<file path="src/rtl/axi_apb_multi_bridge.sv">
// AXI4-Lite to APB4 bridge fanning out to NUM_SLAVES 4 KiB windows, one transaction in flight.
// Optional APB_TIMEOUT_EN: abort an ACCESS phase after 256 cycles without pready (SLVERR).
module axi_apb_multi_bridge #(
  parameter int unsigned ADDR_WIDTH = 32,
  parameter int unsigned DATA_WIDTH = 32,
  parameter int unsigned NUM_SLAVES = 4
) (
  input  logic                           axi_aclk,
  input  logic                           axi_areset,
  input  logic [ADDR_WIDTH-1:0]          axi_awaddr,
  input  logic                           axi_awvalid,
  output logic                           axi_awready,
  input  logic [DATA_WIDTH-1:0]          axi_wdata,
  input  logic [DATA_WIDTH/8-1:0]        axi_wstrb,
  input  logic                           axi_wvalid,
  output logic                           axi_wready,
  output logic [1:0]                     axi_bresp,
  output logic                           axi_bvalid,
  input  logic                           axi_bready,
  input  logic [ADDR_WIDTH-1:0]          axi_araddr,
  input  logic                           axi_arvalid,
  output logic                           axi_arready,
  output logic [DATA_WIDTH-1:0]          axi_rdata,
  output logic [1:0]                     axi_rresp,
  output logic                           axi_rvalid,
  input  logic                           axi_rready,
  output logic [ADDR_WIDTH-1:0]          apb_paddr,
  output logic                           apb_pwrite,
  output logic [NUM_SLAVES-1:0]          apb_psel,
  output logic                           apb_penable,
  output logic [DATA_WIDTH-1:0]          apb_pwdata,
  output logic [DATA_WIDTH/8-1:0]        apb_pstrb,
  input  logic [NUM_SLAVES*DATA_WIDTH-1:0] apb_prdata,
  input  logic [NUM_SLAVES-1:0]          apb_pready,
  input  logic [NUM_SLAVES-1:0]          apb_pslverr
);

  localparam int unsigned STRB_W = DATA_WIDTH / 8;
  localparam logic [ADDR_WIDTH-1:0] ALIGN_MASK = ~ADDR_WIDTH'(STRB_W - 1);

  localparam logic [1:0] S_IDLE   = 2'd0;
  localparam logic [1:0] S_SETUP  = 2'd1;
  localparam logic [1:0] S_ACCESS = 2'd2;
  localparam logic [1:0] S_RESP   = 2'd3;

  localparam logic [1:0] RESP_OKAY   = 2'b00;
  localparam logic [1:0] RESP_SLVERR = 2'b10;
  localparam logic [1:0] RESP_DECERR = 2'b11;

  logic [1:0]            state_q, state_d;
  logic                  wr_q, wr_d;
  logic                  last_wr_q, last_wr_d;
  logic [NUM_SLAVES-1:0] psel_q, psel_d;
  logic                  penable_q, penable_d;
  logic [ADDR_WIDTH-1:0] paddr_q, paddr_d;
  logic [DATA_WIDTH-1:0] pwdata_q, pwdata_d;
  logic [STRB_W-1:0]     pstrb_q, pstrb_d;
  logic [1:0]            resp_q, resp_d;
  logic [DATA_WIDTH-1:0] rdata_q, rdata_d;
  logic                  bvalid_q, bvalid_d;
  logic                  rvalid_q, rvalid_d;
`ifdef APB_TIMEOUT_EN
  logic [7:0]            tmo_q, tmo_d;
`endif

  logic                  wr_req, rd_req, grant_wr, grant_rd, idle;
  logic [ADDR_WIDTH-1:0] req_addr;
  logic [3:0]            req_idx;
  logic                  req_hit;
  logic [NUM_SLAVES-1:0] sel_dec;
  logic                  sel_ready, sel_err;
  logic [DATA_WIDTH-1:0] sel_rdata;
  logic                  done;
  logic [1:0]            done_resp;
  logic [DATA_WIDTH-1:0] done_rdata;

  // Round-robin between directions: on a tie, whichever was not served last wins.
  assign wr_req   = axi_awvalid & axi_wvalid;
  assign rd_req   = axi_arvalid;
  assign grant_wr = wr_req & (~rd_req | ~last_wr_q);
  assign grant_rd = rd_req & ~grant_wr;
  assign idle     = (state_q == S_IDLE) & ~axi_areset;

  assign axi_awready = idle & grant_wr;
  assign axi_wready  = idle & grant_wr;
  assign axi_arready = idle & grant_rd;

  assign req_addr = grant_wr ? axi_awaddr : axi_araddr;
  assign req_idx  = req_addr[15:12];
  assign req_hit  = ({1'b0, req_idx} < 5'(NUM_SLAVES));

  always_comb begin
    sel_dec = '0;
    for (int unsigned i = 0; i < NUM_SLAVES; i++) begin
      sel_dec[i] = (req_idx == 4'(i));
    end
  end

  always_comb begin
    sel_ready = 1'b0;
    sel_err   = 1'b0;
    sel_rdata = '0;
    for (int unsigned i = 0; i < NUM_SLAVES; i++) begin
      if (psel_q[i]) begin
        sel_ready = apb_pready[i];
        sel_err   = apb_pslverr[i];
        sel_rdata = apb_prdata[i*DATA_WIDTH +: DATA_WIDTH];
      end
    end
  end

  always_comb begin
    state_d   = state_q;
    wr_d      = wr_q;
    last_wr_d = last_wr_q;
    psel_d    = psel_q;
    penable_d = penable_q;
    paddr_d   = paddr_q;
    pwdata_d  = pwdata_q;
    pstrb_d   = pstrb_q;
    resp_d    = resp_q;
    rdata_d   = rdata_q;
    bvalid_d  = bvalid_q;
    rvalid_d  = rvalid_q;
`ifdef APB_TIMEOUT_EN
    tmo_d     = tmo_q;
`endif
    done       = 1'b0;
    done_resp  = RESP_OKAY;
    done_rdata = '0;

    case (state_q)
      S_IDLE: begin
        if (grant_wr | grant_rd) begin
          wr_d      = grant_wr;
          last_wr_d = grant_wr;
          if (req_hit) begin
            psel_d   = sel_dec;
            paddr_d  = req_addr & ALIGN_MASK;
            pwdata_d = grant_wr ? axi_wdata : '0;
            pstrb_d  = grant_wr ? axi_wstrb : '0;
            state_d  = S_SETUP;
          end else begin
            resp_d   = RESP_DECERR;
            rdata_d  = '0;
            bvalid_d = grant_wr;
            rvalid_d = ~grant_wr;
            state_d  = S_RESP;
          end
        end
      end
      S_SETUP: begin
        penable_d = 1'b1;
`ifdef APB_TIMEOUT_EN
        tmo_d     = '0;
`endif
        state_d   = S_ACCESS;
      end
      S_ACCESS: begin
        if (sel_ready) begin
          done       = 1'b1;
          done_resp  = sel_err ? RESP_SLVERR : RESP_OKAY;
          done_rdata = wr_q ? '0 : sel_rdata;
        end
`ifdef APB_TIMEOUT_EN
        // Counter holds completed waiting cycles; the 256th unanswered cycle aborts.
        else if (tmo_q == 8'hFF) begin
          done       = 1'b1;
          done_resp  = RESP_SLVERR;
          done_rdata = '0;
        end else begin
          tmo_d = tmo_q + 8'd1;
        end
`endif
        if (done) begin
          psel_d    = '0;
          penable_d = 1'b0;
          resp_d    = done_resp;
          rdata_d   = done_rdata;
          bvalid_d  = wr_q;
          rvalid_d  = ~wr_q;
          state_d   = S_RESP;
        end
      end
      default: begin
        if ((bvalid_q & axi_bready) | (rvalid_q & axi_rready)) begin
          bvalid_d = 1'b0;
          rvalid_d = 1'b0;
          state_d  = S_IDLE;
        end
      end
    endcase
  end

  // last_wr_q resets high so the first tie goes to the read channel.
  always_ff @(posedge axi_aclk) begin
    if (axi_areset) begin
      state_q   <= S_IDLE;
      wr_q      <= 1'b0;
      last_wr_q <= 1'b1;
      psel_q    <= '0;
      penable_q <= 1'b0;
      paddr_q   <= '0;
      pwdata_q  <= '0;
      pstrb_q   <= '0;
      resp_q    <= '0;
      rdata_q   <= '0;
      bvalid_q  <= 1'b0;
      rvalid_q  <= 1'b0;
`ifdef APB_TIMEOUT_EN
      tmo_q     <= '0;
`endif
    end else begin
      state_q   <= state_d;
      wr_q      <= wr_d;
      last_wr_q <= last_wr_d;
      psel_q    <= psel_d;
      penable_q <= penable_d;
      paddr_q   <= paddr_d;
      pwdata_q  <= pwdata_d;
      pstrb_q   <= pstrb_d;
      resp_q    <= resp_d;
      rdata_q   <= rdata_d;
      bvalid_q  <= bvalid_d;
      rvalid_q  <= rvalid_d;
`ifdef APB_TIMEOUT_EN
      tmo_q     <= tmo_d;
`endif
    end
  end

  assign apb_paddr   = paddr_q;
  assign apb_pwrite  = wr_q;
  assign apb_psel    = psel_q;
  assign apb_penable = penable_q;
  assign apb_pwdata  = pwdata_q;
  assign apb_pstrb   = pstrb_q;
  assign axi_bresp   = resp_q;
  assign axi_bvalid  = bvalid_q;
  assign axi_rresp   = resp_q;
  assign axi_rdata   = rdata_q;
  assign axi_rvalid  = rvalid_q;

endmodule

</file>
<file path="config.mk">
export PLATFORM = sky130hd
export DESIGN_NAME = axi_apb_multi_bridge
export DESIGN_NICKNAME = d
export VERILOG_FILES = /design/src/rtl/axi_apb_multi_bridge.sv
export SDC_FILE = /design/constraint.sdc
export NUM_CORES = 1
export LEC_CHECK = 0
export CAP_MARGIN = 10
export CORE_MARGIN = 2
export CORE_UTILIZATION = 30
export CTS_BUF_LIST = sky130_fd_sc_hd__clkbuf_4 sky130_fd_sc_hd__clkbuf_8
export DETAILED_ROUTE_END_ITERATION = 12
export GPL_TIMING_DRIVEN = 0
export MAX_ROUTING_LAYER = met4
export PLACE_DENSITY = 0.69
export SLEW_MARGIN = 30
export SYNTH_ARGS = -nofsm -noshare
export SYNTH_HDL_FRONTEND = slang
export SYNTH_SLANG_ARGS = --single-unit
</file>
<file path="constraint.sdc">
create_clock -name axi_aclk -period 2.25 [get_ports axi_aclk]
set_clock_uncertainty 0.1 [all_clocks]
set_input_delay 0.225 -clock axi_aclk [delete_from_list [all_inputs] [get_ports axi_aclk]]
set_output_delay 0.225 -clock axi_aclk [all_outputs]
set_load 0.02 [all_outputs]
</file>
==> summary.txt, run 1 <==
Min path
  – WHS Path Cells: 3
  – Min-delay worst type: in -> reg

Timing
  – Max frequency: 459 MHz
  – Worst Max-Slew Pin Slew: 0.608 ns
  – Tcrit/Tclk final: 0.968
  – Fin. Hold Viols: 0
  – Final worst setup slack: 0.0715 ns
  – Min Tclk post-route: 2.18 ns
  – RSZ-0062 raised after global routing: yes
  – Final Max Tran Viols: 0
  – Max_slew headroom: 0.595
  – Final Setup Violations: 0

Routing
  – Overall routed net length: 23.1 mm
  – Vias per cell: 5.02
  – # DRC: 0
  – Iter 0 DRT Violations: 262
  – Detailed Routing Iterations Pass 1: 6
  – Via count: 6695
  – ANT nets after route: 0
  – Routed wire per std cell: 17.3 microns

Global route
  – GRT overflow: 0
  – Vias in the first global route: 6686
  – Largest net degree at the start of global routing: 20
  – Initial antenna violation count: 0
  – GRT Resource Usage Total: 0.228
  – First-pass GRT wire length: 35.3 mm

Logic synthesis
  – Post-synth EDFFs: 0
  – Register area share after synthesis: 0.388
  – Post-synth top cells: 197 x nand2_1, 111 x dfxtp_1, 49 x clkbuf_1
  – Asr flop ratio synth: 0
  – Avg Cell Area, Syn: 7.82 sq um
  – Syn. warnings: 0
  – Mapped Area: 5720 sq um
  – Synth area leader: dfxtp_1
  – Top FF cell, synth: dfxtp_1
  – Post-Syn Instances: 732
  – Count leader, synth: nand2_1
  – Flops & latches, synth: 111
  – Area share of the largest cell type after synthesis: 0.388
  – Synth unique cells: 49
  – Area contributors post-synth: dfxtp_1 39%, nand2_1 13%, mux2i_1 6.1%

Run
  – Max_cap viols: 0

Clock network
  – CTS tree: built
  – H-tree Lvls: 3
  – CTS root buf: clkbuf_8
  – Num CTS Buffers: 9
  – Clk slew on worst S/H paths: 0.10 ns
  – Worst skew pair latency: 0.39 ns
  – Clock Path Buffers: 2
  – CTS Sinks: 111

Final layout
  – NumNets Final: 1342
  – Post-Layout Cell Count: 1334
  – Fillers: 1829
  – N_diodes: 0
  – Area grow syn2layout: 72.1%
  – Layout cell share with drive strength beyond 1: 0.0745
  – Area occupied by multi-input gates: 3180 sq um
  – FF+latch area: 2220 sq um

Die
  – Core Area: 18700 sq um
  – I/O Pins: 358
  – Initial Util: 0.306
  – Die area: 20200 sq um
  – Chip width: 142 microns
  – # rows: 50
  – Die Height: 142 microns

Placed design
  – Placed Cells: 1317
  – HPWL Detailed: 18.5 mm
  – Port Buffers: 350
  – Place WS: -0.858 ns
  – GP Congestion: 0.914

Worst setup path
  – Worst endpoint required time: 1.92 ns
  – Setup crit end kind: primary output
  – Setup CP Type: in -> out
  – Worst Path Arrival: 1.85 ns
  – R2R cell count: 5
  – Critical Path End: axi_wready
  – Worst R2R Start: apb_psel[2]
  – Critical R2R Capture: apb_psel[0]
  – Flop2flop setup slack: 0.12 ns
  – Critical path launch point: axi_arvalid
  – Critical path launch point type: input pin
  – Crit path max fanout: 7

Power and ir drop
  – Leak: 3.56 nW
  – Worst IR Drop VDD: 0.257 mV
  – Power Density: 629 nW/um^2

Status
  – Run status: finished clean
## repair_timing
item / CTS / global route
gates cloned: 0 / 0
pin swaps: 1 / 1
setup endpoints to repair: 57 / 100
gates resized for setup: 27 / 45
setup buffers: 1 / 1
hold buffers: 0 / 0
endpoints found under the hold margin: 0 / 0
## worst min-delay path by stage
stage              startpoint             end
6_report           axi_areset     apb_psel[0]
5_1_grt            axi_areset     apb_psel[2]
4_1_cts            axi_areset     apb_psel[0]
3_5_place_dp   apb_pwdata[19]  apb_pwdata[19]
3_3_place_gp    apb_pwdata[4]   apb_pwdata[4]
2_1_floorplan    axi_wstrb[0]    apb_pstrb[0]
## layout by cell type (no fill, tap or decap), types with 4 or more instances in the layout
cell type / instances
a21oi_1: 42
buf_6: 5
a211o_1: 4
a211oi_1: 4
clkbuf_1: 30
nand2_1: 196
nor2_1: 38
ha_1: 4
a221oi_1: 32
inv_1: 4
nor2b_1: 36
clkbuf_2: 18
clkbuf_4: 4
dfxtp_1: 109
mux2i_1: 35
a311oi_1: 27
clkdlybuf4s50_1: 347
clkbuf_8: 11
nand3_1: 37
buf_4: 12
o31ai_1: 31
buf_2: 9
## per-stage QoR
stage                     power, mW  TNS (ns)  cell area [sq um]  utilization  hold WS, ns
after floorplan                3.76         0               5730            -        0.277
after global placement         4.86    -29.22               9520        0.509        0.338
after detailed placement       4.87    -29.67               9520        0.509        0.343
after CTS                      6.19         0               9780        0.523        0.238
after global routing           6.55   -0.0513               9850        0.526        0.269
final                          6.20         0               9850        0.526        0.271
## cells by family (layout without fill, tap and decap cells)
kind of cell	Yosys count	count (layout)	share of synthesized area
DFF	111	111	0.388
other	1	2	0.000655
buffers and inverters	82	449	0.0656
muxes	38	38	0.0671
AOI/OAI and AO/OA	159	159	0.206
and+or+nand+nor	337	337	0.263
adders and majority gates	4	4	0.00875
## power by group
group | switching, mW | internal (mW) | leakage [nW] | total (mW)
sequential | 0.113 | 2.13 | 0.900 | 2.24
clock | 0.731 | 0.570 | 0.104 | 1.30
combinational | 1.34 | 1.31 | 2.56 | 2.66
total | 2.19 | 4.01 | 3.56 | 6.20
## registers in the layout, indices dropped and copies added, names as in the netlist
name         cells
apb_paddr       30
apb_pwdata      32
axi_rdata       32
axi_bvalid       1
axi_rvalid       1
apb_penable      1
last_wr_q        1
apb_psel         4
apb_pstrb        4
apb_pwrite       1
axi_bresp        2
state_q          2
## worst max-delay path, cell delays in order
cell and delay [ns]:
clkdlybuf4s50_1 0.54, nand2_1 0.15, and2_1 0.19, buf_4 0.15, clkbuf_8 0.14, and3_4 0.18
buf_4 0.12, buf_4 0.14
## layer usage
metal  track usage  part of all wire
met3        0.0373             0.067
met1         0.268              0.41
met2         0.390              0.49
met5             -                 0
met4        0.0911             0.030
## area by class of cell
class / count / share of cell area
Sequential cell: 111 / 0.226
Inverter: 5 / 0.00216
Timing Repair Buffer: 352 / 0.357
Tap cell: 234 / 0.0297
Buffer: 76 / 0.0417
Clock inverter: 5 / 0.00648
Clock buffer: 11 / 0.0147
Multi-Input combinational cell: 540 / 0.323
Note: power is estimated with default switching activity, not from simulation.
==> run 2: changes to the inputs <==
Settings changed: TNS_END_PERCENT from default to 1.
==> summary.txt, run 2 (synthesis gave the netlist of run 1 again) <==
Die
  – # rows: 50 (unchanged)
  – Die Height: 142 microns (unchanged)
  – Initial Util: 0.306 (unchanged)
  – Core Area: 18700 sq um (unchanged)
  – I/O Pins: 358 (unchanged)
  – Die area: 20200 sq um (unchanged)
  – Chip width: 142 microns (unchanged)

Final layout
  – Fin util: 0.526 (-0.000602)
  – Fillers: 1828 (-0.055%)
  – N_diodes: 0 (unchanged)
  – NumNets Final: 1341 (-0.075%)
  – Area grow syn2layout: 71.9%
  – Most frequent cells in the layout: 346 x clkdlybuf4s50_1, 196 x nand2_1, 110 x dfxtp_1, 42 x a21oi_1, 38 x nor2_1
  – Most common cell after layout, fill and taps aside: clkdlybuf4s50_1
  – Layout cell share with drive strength beyond 1: 0.0701 (-0.00448)
  – Post-Layout Cell Count: 1333 (-0.075%)

Timing
  – RSZ-0062 raised after global routing: yes
  – Setup_tns: 0 ns (unchanged)
  – Max_slew headroom: 0.565 (-0.0297)
  – Final Max Tran Viols: 0 (unchanged)
  – Min Tclk post-route: 2.20 ns (+0.0194 ns)
  – Final worst setup slack: 0.0521 ns (-0.0194 ns)
  – Max frequency: 455 MHz (-0.88%)
  – WHS: 0.273 ns (+0.00259 ns)
  – Final Setup Violations: 0 (unchanged)
  – Worst Max-Slew Pin Slew: 0.652 ns (+0.0445 ns)
  – Tcrit/Tclk final: 0.977 (+0.00864)
  – Fin. Hold Viols: 0 (unchanged)

Placed design
  – HPWL Detailed: 18.5 mm (unchanged)
  – Port Buffers: 350 (unchanged)
  – Placed Cells: 1317 (unchanged)
  – GP Congestion: 0.914 (unchanged)
  – Place WS: -0.858 ns (unchanged)

Clock network
  – Clock Path Buffers: 2 (unchanged)
  – H-tree Lvls: 3 (unchanged)
  – CTS root buf: clkbuf_8
  – Num CTS Buffers: 9 (unchanged)
  – Cts hold-fix bufs: 0 (unchanged)
  – Worst skew pair latency: 0.39 ns (about the same)
  – Clk slew on worst S/H paths: 0.12 ns (+0.02 ns)
  – CTS tree: built
  – CTS Sinks: 111 (unchanged)

Worst setup path
  – Slowest-stage cell, CP: o31ai_1
  – Worst Path Arrival: 2.41 ns (+0.56 ns)
  – Setup CP Type: reg -> reg
  – Slowest stage delay, CP: 0.47 ns (-0.07 ns)
  – Worst endpoint required time: 2.47 ns (+0.55 ns)
  – Critical path launch point type: flop
  – Worst path buffer plus inverter count: 3 (-2)
  – Setup crit end kind: flop
  – CP cell instances: buf_6, nor2b_1, clkbuf_1, clkbuf_2, a221oi_1, o31ai_1, nand2_1, mux2i_1
  – Crit path max fanout: 10 (+3)
  – CP top delay family: buffers and inverters

Power and ir drop
  – Logic pwr share: 0.428 (about the same)
  – Flop pwr share: 0.363 (about the same)
  – Leak: 3.55 nW (-0.37%)
  – Cell Int Power: 4.01 mW (-0.12%)
  – Switching power: 2.19 mW (+0.19%)
  – Power Density: 630 nW/um^2 (+0.10%)
  – Switch share: 0.353 (+0.000711)
  – Clk pwr share: 0.209 (about the same)
  – Worst IR Drop VDD: 0.265 mV (+3.2%)

Routing
  – ANT nets after route: 0 (unchanged)
  – Routed wire per std cell: 17.3 microns (about the same)
  – # DRC: 0 (unchanged)
  – Via count: 6715 (+0.30%)
  – Detailed Routing Iterations Pass 1: 5 (-1)
  – Overall routed net length: 23.1 mm (about the same)
  – Iter 0 DRT Violations: 292 (+11%)
  – Vias per cell: 5.04 (+0.37%)

Global route
  – Vias in the first global route: 6687 (+0.015%)
  – First-pass GRT wire length: 35.2 mm (about the same)
  – Initial antenna violation count: 0 (unchanged)
  – Largest net degree at the start of global routing: 20 (unchanged)
  – GRT Resource Usage Total: 0.228 (unchanged)
  – GRT overflow: 0 (unchanged)

Min path
  – Min-delay worst type: in -> reg

Run
  – Max_cap viols: 0 (unchanged)

Status
  – Run status: finished clean
## run 2: cell count changes in the layout (fill, tap and decap cells not counted), sizes merged
| cell | previous run | this run |
|---|---|---|
| buf | 28 | 25 |
| clkbuf | 63 | 65 |
| clkdlybuf4s50 | 347 | 346 |
| dlymetal6s2s | 0 | 1 |
## run 2: worst min-delay path: stages
cell,delay [ns]
clkbuf_1,0.20
nor2b_1,0.15
mux2_2,0.14
## run 2: power by group through the flow
stage	Clock, mW	Combinational [mW]	Sequential [mW]
detailed placement	0	2.58	2.29
global placement	0	2.57	2.29
finish	1.30	2.65	2.25
CTS	1.33	2.61	2.25
floorplan	0	1.33	2.43
global route	1.40	2.88	2.27
## run 2: metal layers
layer  GRT usage  share of wire  routed length (microns)  vias up
met1       0.268           0.42                     9590     3081
met5           -              0                        0        -
met2       0.391           0.50                    11400      289
li1            -              -                        -     3305
met3      0.0424          0.061                     1410       40
met4      0.0805          0.028                      643        0
## run 2: cell type report
| cell class | instances | area, sq um | share of cell area |
|---|---|---|---|
| repair buffers | 351 | 3510 | 0.357 |
| multi-input cells | 540 | 3170 | 0.323 |
| flip-flops and latches | 111 | 2220 | 0.226 |
| plain buffers | 76 | 410 | 0.0417 |
| well taps | 234 | 293 | 0.0298 |
| clock buffers | 11 | 145 | 0.0148 |
| clock inverters | 5 | 63.8 | 0.00649 |
| inverters | 5 | 21.3 | 0.00216 |
## run 2: stage by stage
stage	instance area (sq um)	power (mW)
floorplan	5730	3.76
finish	9840	6.20
global placement	9520	4.86
CTS	9770	6.19
global route	9840	6.55
detailed placement	9520	4.87
## run 2: what timing repair did
item,CTS,global route
setup buffers,1,0
setup endpoints to repair,57,101
resized for setup,25,37
pin swaps,0,2
hold endpoints to repair,0,0
## run 2: path summary, 6_finish.rpt
| path | slack [ns] | start | endpoint | cells after the start |
|---|---|---|---|---|
| setup reg to reg | 0.05 | apb_psel[1] | axi_rdata[4] | 8 |
| setup / recovery | 0.05 | apb_psel[1] | axi_rdata[4] | 8 |
| hold / removal | 0.27 | axi_areset | apb_psel[0] | 3 |
| hold reg to reg | 0.35 | apb_pwdata[29] | apb_pwdata[29] | 2 |
==> run 3: changes to the inputs <==
Settings changed: CORE_AREA from default to 2 2 139 141, CORE_MARGIN 2 to default, CORE_UTILIZATION 30 to default, DIE_AREA from default to 0 0 141 143, PLACE_DENSITY 0.69 to 0.71.
==> summary.txt, run 3 (synthesis gave the netlist of run 1 again) <==
Status
  – Run status: finished with violations
  – Failing checks: negative setup slack

Timing
  – Max frequency: 440 MHz (-3.2%)
  – Setup_tns: -0.0205 ns (-0.0205 ns)
  – Worst Max-Slew Pin Slew: 0.627 ns (-0.0254 ns)
  – Final worst setup slack: -0.0205 ns (-0.0726 ns)
  – Tcrit/Tclk final: 1.01 (+0.0323)
  – RSZ-0062 raised after global routing: yes
  – Fin. Hold Viols: 0 (unchanged)
  – Min Tclk post-route: 2.27 ns (+0.0726 ns)
  – Final Max Tran Viols: 0 (unchanged)
  – Final Setup Violations: 1 (+1)
  – Max_slew headroom: 0.582 (+0.0170)

Die
  – Chip width: 141 microns (-0.79%)
  – I/O Pins: 358 (unchanged)
  – Die Height: 143 microns (+0.62%)
  – Die area: 20200 sq um (-0.17%)
  – Core Area: 18600 sq um (-0.67%)
  – # rows: 50 (unchanged)
  – Initial Util: 0.308 (+0.00206)

Placed design
  – Port Buffers: 350 (unchanged)
  – HPWL Detailed: 18.7 mm (+1.0%)
  – Placed Cells: 1317 (unchanged)
  – GP Congestion: 0.877 (-4.0%)

Power and ir drop
  – Power Density: 637 nW/um^2 (+1.1%)
  – Leak: 3.55 nW (about the same)
  – Worst IR Drop VDD: 0.281 mV (+6.0%)
  – Total Power: 6.28 mW (+1.3%)

Worst setup path
  – Critical path launch point type: input pin
  – R2R cell count: 10 (+2)
  – Slowest-stage cell, CP: clkdlybuf4s50_1
  – Worst path buffer plus inverter count: 5 (+2)
  – Worst R2R Start: state_q[0]
  – Crit path max fanout: 10 (unchanged)
  – CP top delay family: buffers and inverters
  – Critical Path Most Common Cell: buf_4
  – Setup CP Type: in -> out
  – Slowest stage delay, CP: 0.56 ns (+0.09 ns)
  – Setup crit end kind: primary output
  – Worst Path Arrival: 1.95 ns (-0.46 ns)
  – Worst endpoint required time: 1.92 ns (-0.55 ns)
  – Critical R2R Capture: axi_rdata[4]
  – Flop2flop setup slack: 0.11 ns (+0.06 ns)
  – CP cell instances: clkdlybuf4s50_1, nand2_1, and2_1, buf_4, clkbuf_16, and3_4, buf_4, buf_2

Clock network
  – Clk slew on worst S/H paths: 0.11 ns (about the same)
  – Num CTS Buffers: 9 (unchanged)
  – Clock Path Buffers: 2 (unchanged)
  – Worst skew pair latency: 0.38 ns (about the same)
  – CTS Sinks: 111 (unchanged)
  – CTS root buf: clkbuf_8
  – H-tree Lvls: 3 (unchanged)
  – Cts hold-fix bufs: 0 (unchanged)
  – CTS tree: built

Final layout
  – Post-Layout Cell Count: 1335 (+0.15%)
  – Most common cell after layout, fill and taps aside: clkdlybuf4s50_1
  – Most frequent cells in the layout: 347 x clkdlybuf4s50_1, 196 x nand2_1, 110 x dfxtp_1, 42 x a21oi_1, 38 x nor2_1
  – Area grow syn2layout: 72.3%
  – Layout cell share with drive strength beyond 1: 0.0682 (-0.00188)
  – NumNets Final: 1342 (+0.075%)
  – Fin util: 0.531 (+0.00496)

Routing
  – # DRC: 0 (unchanged)
  – ANT nets after route: 0 (unchanged)
  – Vias per cell: 5.03 (-0.16%)
  – Iter 0 DRT Violations: 237 (-19%)
  – Detailed Routing Iterations Pass 1: 4 (-1)
  – Via count: 6714 (-0.015%)
  – Overall routed net length: 23.5 mm (+1.7%)
  – Routed wire per std cell: 17.6 microns (+1.5%)

Global route
  – Vias in the first global route: 6715 (+0.42%)
  – Initial antenna violation count: 1 (+1)
  – GRT Resource Usage Total: 0.233 (+0.00439)
  – GRT overflow: 0 (unchanged)
  – Largest net degree at the start of global routing: 20 (unchanged)
  – First-pass GRT wire length: 35.6 mm (+0.96%)

Run
  – Max_cap viols: 0 (unchanged)

Min path
  – Min-delay worst type: in -> reg
  – Hold Crit Start: axi_areset
  – Hold endpoint: apb_psel[2]
  – WHS Path Cells: 3 (unchanged)
[run 3: worst reg2reg max path, delay by kind of cell (launching register included)]
family	cells	cell delay, ns
DFF	1	0.37
muxes	1	0.15
adders and majority gates	1	0.19
buffers and inverters	5	0.67
and+or+nand+nor	1	0.05
AOI/OAI and AO/OA	2	0.51
[run 3: worst max path at each step]
stage                start             to  slack (ns)  depth (start not counted)
5_1_grt         state_q[1]  apb_paddr[24]        -0.1                          7
2_1_floorplan   state_q[0]    apb_psel[0]        0.17                          8
4_1_cts        axi_awvalid    axi_arready       -0.04                          7
3_3_place_gp   axi_awvalid     axi_wready       -0.95                          9
6_report       axi_arvalid     axi_wready       -0.02                          8
3_5_place_dp   axi_awvalid     axi_wready       -0.95                          9
[run 3: timing repair]
item / in CTS / in global routing
pin swaps: 1 / 1
endpoints found under the setup margin: 54 / 83
gates resized for setup: 28 / 41
buffers inserted: 0 / 2
[run 3: metal layers]
layer	GRT usage	wire length, microns
met5	-	0
met4	0.0800	550
met3	0.0469	1580
met2	0.413	11900
met1	0.262	9460
[run 3: cell type report]
| type | count | area, sq um |
|---|---|---|
| Sequential cell | 111 | 2220 |
| Tap cell | 234 | 293 |
| Clock inverter | 5 | 63.8 |
| Timing Repair Buffer | 352 | 3510 |
| Fill cell | 1833 | 8720 |
| Inverter | 5 | 21.3 |
| Multi-Input combinational cell | 540 | 3160 |
| Clock buffer | 11 | 151 |
| Antenna cell | 1 | 2.50 |
| Buffer | 76 | 438 |
[run 3: report_power, final]
part	switching (mW)	internal, mW
combinational	1.36	1.36
clock	0.738	0.585
sequential	0.111	2.13
[run 3: metrics by stage]
step / worst slack [ns] / area, sq um / hold slack [ns]
after floorplan: 0.173 / 5730 / 0.277
after global placement: -0.948 / 9520 / 0.338
after detailed placement: -0.945 / 9520 / 0.344
after CTS: -0.0429 / 9780 / 0.237
after global routing: -0.0976 / 9860 / 0.284
final: -0.0205 / 9860 / 0.272
